`src/rtl/cic_decim_var.sv`:
```
// Variable-rate N-stage CIC decimator with rate-dependent gain normalisation,
// round-half-up, saturation and a registered bypass path.
module cic_decim_var #(
  parameter int IWIDTH  = 18,
  parameter int OWIDTH  = 18,
  parameter int N       = 4,
  parameter int MAXLOG2 = 7
) (
  input  logic              clk,
  input  logic              rst,
  input  logic              enable,
  input  logic              bypass,
  input  logic [7:0]        rate,
  input  logic              stb_in,
  input  logic [IWIDTH-1:0] data_in,
  output logic              stb_out,
  output logic [OWIDTH-1:0] data_out
);

  localparam int AW   = IWIDTH + N * MAXLOG2;
  localparam int SW   = $clog2(N * MAXLOG2 + 1);
  localparam int RMAX = 1 << MAXLOG2;

  localparam logic signed [AW:0] OMAX = (AW + 1)'(2 ** (OWIDTH - 1) - 1);
  localparam logic signed [AW:0] OMIN = ~OMAX;

  function automatic logic [7:0] clamp_rate(input logic [7:0] r);
    if (r < 8'd2)
      return 8'd2;
    else if ({1'b0, r} > 9'(RMAX))
      return 8'(RMAX);
    else
      return r;
  endfunction

  // N * ceil(log2(r)): smallest power of two not below r, times the stage count
  function automatic logic [SW-1:0] shift_for(input logic [7:0] r);
    int lg;
    lg = 0;
    for (int i = 0; i < 8; i++)
      if ((9'd1 << i) < {1'b0, r}) lg = i + 1;
    return SW'(N * lg);
  endfunction

  function automatic logic signed [AW:0] round_shift(input logic signed [AW-1:0] x,
                                                     input logic [SW-1:0] sh);
    logic signed [AW:0] half;
    logic signed [AW:0] v;
    half = (AW + 1)'(1) << (sh - SW'(1));
    v    = $signed({x[AW-1], x}) + half;
    v    = v >>> sh;
    return v;
  endfunction

  function automatic logic [OWIDTH-1:0] saturate(input logic signed [AW:0] v);
    if (v > OMAX)
      return OMAX[OWIDTH-1:0];
    else if (v < OMIN)
      return OMIN[OWIDTH-1:0];
    else
      return v[OWIDTH-1:0];
  endfunction

  logic                 clr;
  logic [7:0]           rate_cl;
  logic [7:0]           rate_q;
  logic [7:0]           cnt_q;
  logic                 dec_stb;
  logic [SW-1:0]        win_shift;
  logic [OWIDTH-1:0]    byp_val;

  logic signed [AW-1:0] integ_q  [N];
  logic signed [AW-1:0] integ_d  [N];
  logic signed [AW-1:0] cx       [N];
  logic                 cvin     [N];
  logic [SW-1:0]        cshin    [N];
  logic signed [AW-1:0] cy_q     [N];
  logic signed [AW-1:0] cprev_q  [N];
  logic                 cvld_q   [N];
  logic [SW-1:0]        csh_q    [N];

  logic [OWIDTH-1:0]    norm_p1_q;
  logic                 vld_p1_q;

  assign clr       = rst || !enable;
  assign rate_cl   = clamp_rate(rate);
  assign dec_stb   = stb_in && (cnt_q == 8'd0);
  assign win_shift = shift_for(rate_q);

  generate
    if (OWIDTH <= IWIDTH) begin : g_byp_trunc
      assign byp_val = data_in[IWIDTH-1 -: OWIDTH];
    end else begin : g_byp_ext
      assign byp_val = {{(OWIDTH - IWIDTH){data_in[IWIDTH-1]}}, data_in};
    end
  endgenerate

  // ---- integrators and decimation counter (input rate) ----
  always_comb begin
    integ_d[0] = integ_q[0] + $signed({{(AW - IWIDTH){data_in[IWIDTH-1]}}, data_in});
    for (int k = 1; k < N; k++)
      integ_d[k] = integ_q[k] + integ_q[k-1];
  end

  always_ff @(posedge clk) begin
    if (clr) begin
      for (int k = 0; k < N; k++) integ_q[k] <= '0;
    end else if (stb_in) begin
      for (int k = 0; k < N; k++) integ_q[k] <= integ_d[k];
    end
  end

  // The rate is only picked up at a window boundary so a window never changes length midway
  always_ff @(posedge clk) begin
    if (clr) begin
      rate_q <= rate_cl;
      cnt_q  <= rate_cl - 8'd1;
    end else if (stb_in) begin
      if (cnt_q == 8'd0) begin
        rate_q <= rate_cl;
        cnt_q  <= rate_cl - 8'd1;
      end else begin
        cnt_q  <= cnt_q - 8'd1;
      end
    end
  end

  // ---- comb pipeline, one stage per clk; shift rides with the window ----
  always_comb begin
    cx[0]    = integ_d[N-1];
    cvin[0]  = dec_stb;
    cshin[0] = win_shift;
    for (int k = 1; k < N; k++) begin
      cx[k]    = cy_q[k-1];
      cvin[k]  = cvld_q[k-1];
      cshin[k] = csh_q[k-1];
    end
  end

  always_ff @(posedge clk) begin
    if (clr) begin
      for (int k = 0; k < N; k++) begin
        cvld_q[k]  <= 1'b0;
        cy_q[k]    <= '0;
        cprev_q[k] <= '0;
        csh_q[k]   <= '0;
      end
    end else begin
      for (int k = 0; k < N; k++) begin
        cvld_q[k] <= cvin[k];
        if (cvin[k]) begin
          cy_q[k]    <= cx[k] - cprev_q[k];
          cprev_q[k] <= cx[k];
          csh_q[k]   <= cshin[k];
        end
      end
    end
  end

  // ---- normalise: round-half-up shift then saturate ----
  always_ff @(posedge clk) begin
    if (clr) begin
      vld_p1_q  <= 1'b0;
      norm_p1_q <= '0;
    end else begin
      vld_p1_q <= cvld_q[N-1];
      if (cvld_q[N-1])
        norm_p1_q <= saturate(round_shift(cy_q[N-1], csh_q[N-1]));
    end
  end

  // ---- output register: bypass wins over filtered path ----
  always_ff @(posedge clk) begin
    if (clr) begin
      stb_out  <= 1'b0;
      data_out <= '0;
    end else if (bypass) begin
      stb_out <= stb_in;
      if (stb_in) data_out <= byp_val;
    end else begin
      stb_out <= vld_p1_q;
      if (vld_p1_q) data_out <= norm_p1_q;
    end
  end

endmodule

```
`config.mk`:
```
export PLATFORM = sky130hd
export DESIGN_NAME = cic_decim_var
export DESIGN_NICKNAME = d
export VERILOG_FILES = /design/src/rtl/cic_decim_var.sv
export SDC_FILE = /design/constraint.sdc
export NUM_CORES = 2
export LEC_CHECK = 0
export CORE_UTILIZATION = 55
export DETAILED_ROUTE_END_ITERATION = 10
export HOLD_SLACK_MARGIN = 0.12
export PLACE_DENSITY = 0.71
export REMOVE_ABC_BUFFERS = 1
export SLEW_MARGIN = 10
export SYNTH_ARGS = -nofsm -noshare
export SYNTH_HDL_FRONTEND = slang
export SYNTH_SLANG_ARGS = --single-unit
```
`constraint.sdc`:
```
create_clock -name clk -period 10.3 [get_ports clk]
set_clock_uncertainty 0.2 [all_clocks]
set_input_delay 1.03 -clock clk [delete_from_list [all_inputs] [get_ports clk]]
set_output_delay 1.03 -clock clk [all_outputs]
set_load 0.02 [all_outputs]
```
==> metrics.md <==
| Metric | Value |
|---|---|
| Status | finished clean |
| # diodes | 0 |
| Chip width | 286.5 um |
| H-tree depth | 3 |
| Pwr dens | 146.2 mW/mm^2 |
| Cts repair resizes | 0 |
| Layout Cells excl Fill | 5820 |
| Avg Cell Area, Syn | 9.439 um^2 |
| FF-to-FF Start | csh_q[3][2] |
| Vias in the first global route | 32669 |
| Worst slew pin tran | 1190 ps |
| # rows | 103 |
| Die Height | 286.5 um |
| Pwr Total | 7.073 mW |
| Launch point of the critical path | csh_q[3][2] |
| Mapped Area | 0.04453 mm^2 |
| Commonest cells after routing, fill and taps aside | edfxtp_1, nor2_1, ha_1, a21oi_1, inv_1 |
| DP HPWL | 77580 um |
| First-pass DRT Iterations | 6 |
| Hold Vio Cnt, Final | 0 |
| # DRC | 0 |
| Hold slack | 299.9 ps |
| Synth Warn # | 0 |
| HP Class | register to register |
| Post-DR wirelength/cell | 18.02 um |
| Drt total wl | 104900 um |
| P_leak | 21.31 nW |
| Layout Nets | 5126 |
| Final period util | 0.7167 |
| EDFF count, synth | 580 |
| Routability cong. | 0.9148 |
| All-Layer GR Usage | 0.2523 |
| Max VDD drop | 0.1184 mV |
| Register area share after synthesis | 0.4100 |
| Ys async rst share | 0 |
| Ys flop type | edfxtp_1 |
| Worst-Skew Late Latency | 620 ps |
| Slowest-stage cell, CP | a31oi_2 |
| Critical Path Max Stage Delay | 710 ps |
| Pint | 5.020 mW |
| Routed Antenna Nets | 0 |
| Post-Syn Instances | 4718 |
| Final setup violation count | 0 |
| DIE AREA | 0.08211 mm^2 |
| Final Util | 0.6086 |
| Post-synthesis cell type count | 92 |
| Area delta synth->final | 8.662% |
| Post-CTS Hold Buffers | 0 |
| Sw Share | 0.2903 |
| Number of port buffers | 49 |
| Initial Util | 0.5600 |
| Combinational power share | 0.213 |
| Worst Path Arrival | 7650 ps |
| Critical Path, Cell by Cell | buf_4, inv_1, buf_4, nand2_1, clkinv_1, ha_1, and3_1, ha_1, a41oi_1, a21o_1, o22ai_2, a31oi_2, nor4_1, nor3_1, o221ai_1, or4_1, nor3_1, a41o_1, a32o_1, o2bb2ai_1 |
| Slew HR | 0.2068 |
| Max Freq | 0.1355 GHz |
| Max cap viols | 0 |
| Initial antenna violation count | 0 |
| Crit. End Element | register |
| Critical Path RT | 10560 ps |
| Synthesized flop and latch total | 622 |
| Inserted Clock Buffers | 72 |
| Largest net degree at the start of global routing | 141 |
| Startpoint types | register |
| Number of top-level pins | 50 |
| First-pass GRT wire length | 170000 um |
| Clk pwr share | 0.366 |
| Routed vias | 34790 |
| Kind of critical path | register to register |
| Fin crit period | 7382 ps |
| Layout cells sized above 1 | 0.04738 |
| Clk root buf | clkbuf_16 |
| Post-CTS Setup Repair Bufs | 0 |
| Placed cells | 5689 |
| Net Switching | 2.053 mW |
| Fill cells | 6848 |
| Clock Tree Buf Depth | 3 |
| Clk slew on worst S/H paths | 70 ps |
| TritonCTS clock tree | done |
| Crit Path Max Fanout | 58 |
| Commonest non-fill, non-tap cell in the layout | edfxtp_1 |
| Initial DRC Count | 2410 |
| DR vias/cell | 5.978 |
| Sequential fraction of design power | 0.421 |
| Core area | 0.07952 mm^2 |
| Unrepaired setup endpoints after global routing | no |
| Total grt overflow | 0 |
| CTS sink cnt | 622 |
| Fin. max-slew vios | 0 |
| HP Start | data_out[12] |
-- cell usage after synthesis, types with 72 or more instances --
cell	n	area share
clkbuf_1	139	0.012
xnor2_1	157	0.031
o21ai_0	233	0.026
inv_1	322	0.027
ha_1	374	0.11
nor3_1	131	0.015
nand2_1	239	0.020
nor2b_1	72	0.010
edfxtp_1	580	0.39
xor2_1	166	0.033
a21o_1	192	0.032
and3_1	205	0.029
a21oi_1	350	0.039
nand3_1	79	0.0089
nor2_1	576	0.049
nand2b_1	77	0.011
-- final timing paths --
kind | end | slack (ps) | depth (start not counted)
max | norm_p1_q[7] | 2920 | 20
min | data_out[12] | 300 | 2
max reg2reg | norm_p1_q[7] | 2920 | 20
min reg2reg | data_out[12] | 300 | 2
-- worst max-delay path, delay by kind of cell, from the launching register on --
| kind | cells | cell delay (ps) |
|---|---|---|
| simple gates | 6 | 1800 |
| compound gates | 8 | 2830 |
| flops | 1 | 320 |
| buf+inv | 4 | 1230 |
| fa+ha+maj | 2 | 810 |
-- cells by family (layout without fill, tap and decap cells) --
| family | count (synthesis) | in the layout | share of synthesized area |
|---|---|---|---|
| fa+ha+maj | 382 | 382 | 0.1087 |
| mux | 56 | 56 | 0.01416 |
| xor+xnor | 323 | 323 | 0.06353 |
| compound gates | 1258 | 1258 | 0.1861 |
| buf+inv | 480 | 532 | 0.04091 |
| flops | 622 | 622 | 0.4100 |
| simple gates | 1597 | 1597 | 0.1766 |
-- layout make-up --
class | count | area [um^2] | area share
tap | 1050 | 1314 | 0.02715
clock buffer | 89 | 1927 | 0.03982
sequential | 622 | 18260 | 0.3773
inverter | 323 | 1212 | 0.02506
timing repair buffer | 78 | 720.7 | 0.01489
multi-input combinational | 3616 | 24510 | 0.5065
clock inverter | 42 | 450.4 | 0.009309
-- per-layer routing --
| metal | track usage | vias up | wire length (um) |
|---|---|---|---|
| met4 | 0.09131 | 0 | 3593 |
| li1 | - | 17390 | - |
| met2 | 0.4183 | 706 | 49550 |
| met1 | 0.3417 | 16489 | 48060 |
| met5 | 0 | - | 0 |
| met3 | 0.02687 | 205 | 3669 |
-- registers in the layout, summed over array words and instances (netlist names) --
signal / flops
cnt_q: 8
cprev_q: 184
csh_q: 12
cvld_q: 4
cy_q: 184
data_out: 18
integ_q: 184
norm_p1_q: 18
rate_q: 8
stb_out: 1
vld_p1_q: 1
-- through the flow --
step	setup slack [ps]	setup TNS [ps]	area, um^2
2_1_floorplan	-4240	-943960	43920
4_1_cts	2973	0	48390
3_5_place_dp	2988	0	46010
5_1_grt	2391	0	48390
3_3_place_gp	3035	0	46010
6_report	2918	0	48390
-- power by group through the flow --
stage               combinational [mW]  clock, mW  sequential (mW)
finish                            1.50       2.59             2.98
global route                      1.67       2.74             2.99
CTS                               1.50       2.65             2.98
detailed placement                1.48          0             3.03
global placement                  1.47          0             3.03
floorplan                         1.15          0             3.01
Note: power is estimated with default switching activity, not from simulation.
